File: src/rtl/spi_slave_pkg.sv
// Shared types and constants for the parametrised SPI slave front-end.
// Holds the FSM state encoding, command codes and frame-width helper.
package spi_slave_pkg;

    typedef enum logic [2:0] {
        ST_IDLE,
        ST_CHK_CMD,
        ST_WRITE,
        ST_READ_ADD,
        ST_READ_DATA,
        ST_WAIT_TX,
        ST_SEND,
        ST_DONE
    } state_t;

    localparam logic [1:0] CMD_WR_ADDR = 2'b00;
    localparam logic [1:0] CMD_WR_DATA = 2'b01;
    localparam logic [1:0] CMD_RD_ADDR = 2'b10;
    localparam logic [1:0] CMD_RD_DATA = 2'b11;

    function automatic int rx_width(input int data_w);
        return data_w + 2;
    endfunction

endpackage

File: src/rtl/spi_slave_if.sv
// Pin-side and RAM-side signals of the SPI slave, bundled.
// slave modport is the DUT view, master the driving side.
interface spi_slave_if #(
    parameter int DATA_W = 8
);
    import spi_slave_pkg::*;

    localparam int RX_W = rx_width(DATA_W);

    logic              SS_n;
    logic              MOSI;
    logic              tx_valid;
    logic [DATA_W-1:0] tx_data;
    logic              MISO;
    logic              rx_valid;
    logic [RX_W-1:0]   rx_data;
    logic              frame_err;
    logic              busy;

    modport slave (
        input  SS_n, MOSI, tx_valid, tx_data,
        output MISO, rx_valid, rx_data, frame_err, busy
    );

    modport master (
        output SS_n, MOSI, tx_valid, tx_data,
        input  MISO, rx_valid, rx_data, frame_err, busy
    );

endinterface

File: src/rtl/spi_slave_param_tx.sv
// MISO serialiser: loads a word, puts its first bit out on the same edge,
// then shifts one bit per enabled cycle; output drops to 0 when idle.
module spi_tx_shifter #(
    parameter int DATA_W    = 8,
    parameter int MSB_FIRST = 1
) (
    input  logic              clk,
    input  logic              rst,
    input  logic              i_load,
    input  logic              i_shift_en,
    input  logic [DATA_W-1:0] i_data,
    output logic              o_miso,
    output logic              o_done
);

    localparam int CW = $clog2(DATA_W + 1);

    logic [DATA_W-1:0] r_sr;
    logic [CW-1:0]     r_cnt;
    logic              r_active;
    logic              r_miso;
    logic              w_done;

    assign w_done = r_active && (r_cnt == CW'(DATA_W));
    assign o_done = w_done;
    assign o_miso = r_miso;

    // Load, shift out remaining bits, or park MISO at 0.
    always_ff @(posedge clk) begin
        if (rst) begin
            r_sr     <= '0;
            r_cnt    <= '0;
            r_active <= 1'b0;
            r_miso   <= 1'b0;
        end else if (i_load) begin
            r_active <= 1'b1;
            r_cnt    <= CW'(1);
            if (MSB_FIRST != 0) begin
                r_miso <= i_data[DATA_W-1];
                r_sr   <= {i_data[DATA_W-2:0], 1'b0};
            end else begin
                r_miso <= i_data[0];
                r_sr   <= {1'b0, i_data[DATA_W-1:1]};
            end
        end else if (i_shift_en && r_active && !w_done) begin
            r_cnt <= r_cnt + CW'(1);
            if (MSB_FIRST != 0) begin
                r_miso <= r_sr[DATA_W-1];
                r_sr   <= {r_sr[DATA_W-2:0], 1'b0};
            end else begin
                r_miso <= r_sr[0];
                r_sr   <= {1'b0, r_sr[DATA_W-1:1]};
            end
        end else begin
            r_miso   <= 1'b0;
            r_active <= 1'b0;
            r_cnt    <= '0;
        end
    end

endmodule

File: src/rtl/spi_slave_param.sv
// Parametrised SPI slave: deserialises command+payload frames and
// serialises RAM read data back on MISO, with timeout and abort reporting.
module spi_slave_param
    import spi_slave_pkg::*;
#(
    parameter int DATA_W     = 8,
    parameter int MSB_FIRST  = 1,
    parameter int TX_TIMEOUT = 16
) (
    input  logic        clk,
    input  logic        rst,
    spi_slave_if.slave  bus
);

    localparam int RX_W = rx_width(DATA_W);
    localparam int CW   = $clog2(RX_W);

    state_t          r_state;
    logic [CW-1:0]   r_bit_cnt;
    logic [7:0]      r_to_cnt;
    logic            r_rx_type;
    logic            r_rx_valid;
    logic            r_frame_err;
    logic [RX_W-1:0] r_rx_data;

    logic w_last_bit;
    logic w_load;
    logic w_shift_en;
    logic w_tx_done;
    logic w_miso;

    assign w_last_bit = (r_bit_cnt == CW'(RX_W - 2));
    assign w_load     = (r_state == ST_WAIT_TX) && !bus.SS_n
                        && bus.tx_valid;
    assign w_shift_en = (r_state == ST_SEND) && !bus.SS_n;

    assign bus.MISO      = w_miso;
    assign bus.rx_valid  = r_rx_valid;
    assign bus.rx_data   = r_rx_data;
    assign bus.frame_err = r_frame_err;
    assign bus.busy      = (r_state != ST_IDLE);

    spi_tx_shifter #(
        .DATA_W    (DATA_W),
        .MSB_FIRST (MSB_FIRST)
    ) u_tx (
        .clk        (clk),
        .rst        (rst),
        .i_load     (w_load),
        .i_shift_en (w_shift_en),
        .i_data     (bus.tx_data),
        .o_miso     (w_miso),
        .o_done     (w_tx_done)
    );

    // Frame FSM: abort on deselect first, then per-state sequencing.
    always_ff @(posedge clk) begin
        if (rst) begin
            r_state     <= ST_IDLE;
            r_bit_cnt   <= '0;
            r_to_cnt    <= '0;
            r_rx_type   <= 1'b0;
            r_rx_valid  <= 1'b0;
            r_frame_err <= 1'b0;
            r_rx_data   <= '0;
        end else begin
            r_rx_valid  <= 1'b0;
            r_frame_err <= 1'b0;
            if (bus.SS_n && (r_state != ST_IDLE)) begin
                r_state     <= ST_IDLE;
                r_frame_err <= (r_state != ST_DONE);
            end else begin
                unique case (r_state)
                    ST_IDLE: begin
                        if (!bus.SS_n) r_state <= ST_CHK_CMD;
                    end
                    ST_CHK_CMD: begin
                        r_rx_data[RX_W-1] <= bus.MOSI;
                        r_bit_cnt         <= '0;
                        if (!bus.MOSI)     r_state <= ST_WRITE;
                        else if (r_rx_type) r_state <= ST_READ_DATA;
                        else               r_state <= ST_READ_ADD;
                    end
                    ST_WRITE, ST_READ_ADD, ST_READ_DATA: begin
                        r_rx_data[RX_W-2:0] <= {r_rx_data[RX_W-3:0],
                                                bus.MOSI};
                        r_bit_cnt <= r_bit_cnt + CW'(1);
                        if (w_last_bit) begin
                            r_rx_valid <= 1'b1;
                            if (r_state == ST_READ_DATA) begin
                                r_state  <= ST_WAIT_TX;
                                r_to_cnt <= '0;
                            end else begin
                                r_state <= ST_DONE;
                                if (r_state == ST_READ_ADD)
                                    r_rx_type <= 1'b1;
                            end
                        end
                    end
                    ST_WAIT_TX: begin
                        if (bus.tx_valid) begin
                            r_state <= ST_SEND;
                        end else if (r_to_cnt == 8'(TX_TIMEOUT - 1)) begin
                            r_frame_err <= 1'b1;
                            r_rx_type   <= 1'b0;
                            r_state     <= ST_DONE;
                        end else begin
                            r_to_cnt <= r_to_cnt + 8'd1;
                        end
                    end
                    ST_SEND: begin
                        if (w_tx_done) begin
                            r_rx_type <= 1'b0;
                            r_state   <= ST_DONE;
                        end
                    end
                    ST_DONE: begin
                        r_state <= ST_DONE;
                    end
                    default: r_state <= ST_IDLE;
                endcase
            end
        end
    end

endmodule

File: src/flat_wrapper.sv
// flat-port wrapper written by rule: the top's interface ports become plain ports
module spi_slave_param_flat import spi_slave_pkg::*;
#(
    parameter int DATA_W     = 8,
    parameter int MSB_FIRST  = 1,
    parameter int TX_TIMEOUT = 16
)
  (clk, rst, bus_SS_n, bus_MOSI, bus_tx_valid, bus_tx_data, bus_MISO, bus_rx_valid, bus_rx_data, bus_frame_err, bus_busy);
  spi_slave_if #(.DATA_W(DATA_W)) bus_i ();
  input  logic clk;
  input  logic rst;
  input wire logic [$bits(bus_i.SS_n)-1:0] bus_SS_n;
  input wire logic [$bits(bus_i.MOSI)-1:0] bus_MOSI;
  input wire logic [$bits(bus_i.tx_valid)-1:0] bus_tx_valid;
  input wire logic [$bits(bus_i.tx_data)-1:0] bus_tx_data;
  output wire logic [$bits(bus_i.MISO)-1:0] bus_MISO;
  output wire logic [$bits(bus_i.rx_valid)-1:0] bus_rx_valid;
  output wire logic [$bits(bus_i.rx_data)-1:0] bus_rx_data;
  output wire logic [$bits(bus_i.frame_err)-1:0] bus_frame_err;
  output wire logic [$bits(bus_i.busy)-1:0] bus_busy;
  assign bus_i.SS_n = bus_SS_n;
  assign bus_i.MOSI = bus_MOSI;
  assign bus_i.tx_valid = bus_tx_valid;
  assign bus_i.tx_data = bus_tx_data;
  assign bus_MISO = bus_i.MISO;
  assign bus_rx_valid = bus_i.rx_valid;
  assign bus_rx_data = bus_i.rx_data;
  assign bus_frame_err = bus_i.frame_err;
  assign bus_busy = bus_i.busy;
  spi_slave_param #(.DATA_W(DATA_W), .MSB_FIRST(MSB_FIRST), .TX_TIMEOUT(TX_TIMEOUT)) u_core (.clk(clk), .rst(rst), .bus(bus_i));
endmodule
File: config.mk
export PLATFORM = sky130hd
export DESIGN_NAME = spi_slave_param_flat
export DESIGN_NICKNAME = d
export VERILOG_FILES = /design/src/rtl/spi_slave_pkg.sv /design/src/rtl/spi_slave_if.sv /design/src/rtl/spi_slave_param_tx.sv /design/src/rtl/spi_slave_param.sv /design/src/flat_wrapper.sv
export SDC_FILE = /design/constraint.sdc
export NUM_CORES = 1
export LEC_CHECK = 0
export BUFFER_PORTS_ARGS = -buffer_cell sky130_fd_sc_hd__buf_2
export CORE_ASPECT_RATIO = 0.75
export CORE_MARGIN = 2
export CORE_UTILIZATION = 55
export DETAILED_ROUTE_END_ITERATION = 12
export HOLD_SLACK_MARGIN = 0.12
export PLACE_DENSITY = 0.77
export SLEW_MARGIN = 0
export SYNTH_ARGS = -nofsm -noshare
export SYNTH_HDL_FRONTEND = slang
export SYNTH_SLANG_ARGS = --single-unit
File: constraint.sdc
create_clock -name clk -period 4.85 [get_ports clk]
set_clock_uncertainty 0.1 [all_clocks]
set_input_delay 0.2425 -clock clk [delete_from_list [all_inputs] [get_ports clk]]
set_output_delay 0.2425 -clock clk [all_outputs]
set_load 0.1 [all_outputs]
==> results.py <==
metrics = {
    "run_status": {
        "status": "finished clean",
    },
    "global_route": {
        "grt_pass1_wl_um": 6800,
        "overflow": 0,
        "first_global_vias": 1515,
        "gr-usage-all-layers": 0.206,
        "grt_max_degree": 37,
        "grt_antenna_before_repair": 0,
    },
    "place": {
        "dp_cells": 292,
        "hpwl_um": 2760,
        "portBuffers": 26,
        "place_congestion": 0.786,
    },
    "route": {
        "vias": 1702,
        "route.detailed.drc": 0,
        "ant_nets": 0,
        "drt_wl_total_um": 4030,
        "drtPass1Iterations": 5,
        "dr.first_iter.drc_count": 136,
        "routed_via_density": 5.64,
        "wl_per_cell_um": 13.3,
    },
    "critical_path": {
        "crit_type": "reg -> reg",
        "reg2reg_depth": 4,
        "start_kind": "flip-flop",
        "rrSetupSlack_ns": 2.20,
        "worstPathRequired_ns": 4.92,
        "max_stage_delay_ns": 0.91,
        "critPathBufInv": 0,
        "setup.worst_path.start": "u_core.r_state[2]",
        "cp_cell_sequence": "or3b_4 -> a21oi_1 -> mux2i_1 -> nor2_1",
        "crit_cells": 4,
        "critPathSlowestCell": "a21oi_1",
        "cp-endpoint": "u_core.bus.rx_data[8]",
        "worstReg2RegEnd": "u_core.bus.rx_data[8]",
        "crit_family": "compound AO/OA/AOI/OAI gates",
        "worstPathMaxFanout": 21,
        "r2r-start": "u_core.r_state[2]",
        "cp.arrival_ns": 2.71,
        "end_kind": "flip-flop",
    },
    "floorplanning": {
        "coreArea_sq_um": 3610,
        "placementRows": 19,
        "design.die.area_sq_um": 4250,
        "die_y_um": 56.9,
        "fp.dieW_um": 74.6,
        "start_util": 0.569,
        "ios": 27,
    },
    "pwr": {
        "vdd_drop_max_v": 0.000175,
        "combPwrFrac": 0.079,
        "p_per_area_nw_per_um2": 297,
        "internal_power_uw": 524,
        "seqPwrFrac": 0.501,
        "p_leak_nw": 0.838,
        "power.switching_uw": 166,
        "p_sw_frac": 0.240,
        "clkPwrFrac": 0.420,
    },
    "final_layout": {
        "filler_cell_count": 330,
        "syn2layout_area_growth_pct": 12.8,
        "num_antenna_cells": 0,
        "regArea_sq_um": 821,
        "layout.cells.most_common_list": "dfxtp_1 (41), buf_2 (26), nor2_1 (16), a21oi_1 (16)",
        "multi_input_area_sq_um": 1120,
        "drive_gt1_frac": 0.184,
        "final_common_cell": "dfxtp_1",
        "final_cells": 302,
        "final_util": 0.642,
        "layout.nets": 267,
    },
    "timing": {
        "slew_headroom": 0.239,
        "tightest_slew_ns": 1.14,
        "setup_tns_ns": 0,
        "maxSlewViolCount": 0,
        "hold_viol_final": 0,
        "hold_slack_ns": 0.133,
        "fin_crit_sh": 0.546,
        "fmax_mhz": 378,
        "min_period_ns": 2.65,
        "setup_viol": 0,
        "rsz0062_at_grt": "no",
    },
    "yosys": {
        "syn_inst": 227,
        "synthArstFlopShare": 0,
        "yosys_register_bits": 41,
        "synth.avg_cell_area_sq_um": 9.06,
        "ys.warnings.count": 0,
        "synth_flop_cell": "dfxtp_1",
        "synth-edff-count": 0,
        "synth.cell_area_sq_um": 2060,
        "ys_seq_area_frac": 0.399,
        "synth_cell_types": 52,
        "syn-num-nets": 245,
    },
    "worst_hold_path": {
        "hp-class": "in -> reg",
        "hold_path.startpoint": "bus_tx_data[4]",
    },
    "cts": {
        "post_cts_buffers": 0,
        "ctsRootBufferMaster": "clkbuf_8",
        "cts_buffers": 5,
        "htreeDepth": 2,
        "clkLatencyLatePin_ns": 0.29,
        "clk_pin_slew_worst_paths_ns": 0.08,
        "clock-sinks": 41,
        "ctsLongestPathBuffers": 2,
        "cts_tree": "yes",
    },
    "run": {
        "cap_violations": 0,
    },
}
-- worst min path at each step --
stage | to | slack, ns | depth (start not counted)
after global routing | u_core.u_tx.r_sr[7] | 0.14 | 3
after detailed placement | u_core.u_tx.r_sr[6] | 0.36 | 2
after global placement | u_core.u_tx.r_sr[6] | 0.36 | 2
after floorplan | u_core.u_tx.r_sr[1] | 0.28 | 2
after CTS | u_core.u_tx.r_sr[6] | 0.13 | 3
final | u_core.u_tx.r_sr[5] | 0.13 | 3
-- cell usage after synthesis, types with 4 or more instances --
master	instances	area (sq um)
a21oi_1	16	80.1
a22oi_1	7	52.6
clkbuf_1	5	18.8
dfxtp_1	41	821
ha_1	5	62.6
inv_1	11	41.3
mux2i_1	13	130
nand2_1	8	30.0
nand2b_1	4	25.0
nand3_1	13	65.1
nand3b_1	4	30.0
nor2_1	16	60.1
nor3_1	11	55.1
o21a_1	5	37.5
o21ai_0	7	35.0
-- registers in the layout, indices dropped and copies added, names as in the netlist --
signal and cells:
u_core.u_tx.r_cnt 4, u_core.u_tx.r_active 1, u_core.bus.frame_err 1, u_core.r_rx_type 1
u_core.r_bit_cnt 4, u_core.u_tx.r_sr 7, u_core.bus.rx_valid 1, u_core.bus.rx_data 10
u_core.u_tx.o_miso 1, u_core.r_to_cnt 8, u_core.r_state 3
-- what timing repair did --
| action | CTS | global route |
|---|---|---|
| hold buffers | 2 | 0 |
| resized for setup | 0 | 0 |
| endpoints found under the hold margin | 2 | 0 |
-- power by group through the flow --
stage | registers, mW | clock network (mW) | logic [mW]
6_report | 0.345 | 0.290 | 0.0547
5_1_grt | 0.346 | 0.311 | 0.0587
4_1_cts | 0.345 | 0.293 | 0.0547
3_5_place_dp | 0.353 | 0 | 0.0533
3_3_place_gp | 0.353 | 0 | 0.0528
2_1_floorplan | 0.357 | 0 | 0.0385
-- cell type report --
cell class                      count  share of cell area
Tap cell                           52              0.0280
Clock inverter                      2              0.0162
Timing Repair Buffer               28              0.0647
Sequential cell                    41               0.354
Multi-Input combinational cell    162               0.484
Inverter                           11              0.0178
Clock buffer                        6              0.0356
-- metrics by stage --
stage | instance area [sq um] | setup slack, ns | power [mW]
3_5_place_dp | 2180 | 2.26 | 0.407
3_3_place_gp | 2180 | 2.32 | 0.406
2_1_floorplan | 2060 | 2.92 | 0.395
5_1_grt | 2320 | 2.03 | 0.715
6_report | 2320 | 2.20 | 0.690
4_1_cts | 2320 | 2.22 | 0.693
-- logic make-up (layout without fill, tap and decap cells) --
group | after synthesis | count (layout) | synth area share
flops | 41 | 41 | 0.399
compound gates | 52 | 52 | 0.169
simple gates | 88 | 88 | 0.266
buf+inv | 24 | 47 | 0.0548
xor+xnor | 4 | 4 | 0.0170
fa+ha+maj | 5 | 5 | 0.0304
mux | 13 | 13 | 0.0633
-- per-layer routing --
| metal | wire length [um] | track usage |
|---|---|---|
| met5 | 0 | 0 |
| met4 | 31 | 0.0689 |
| met3 | 194 | 0.0495 |
| met2 | 1740 | 0.306 |
| met1 | 2060 | 0.295 |
-- tightest hold or removal path: stages --
cell	delay (ns)
buf_2	0.07
a22oi_1	0.06
a21oi_1	0.11
Power figures use the tool's default switching activity.
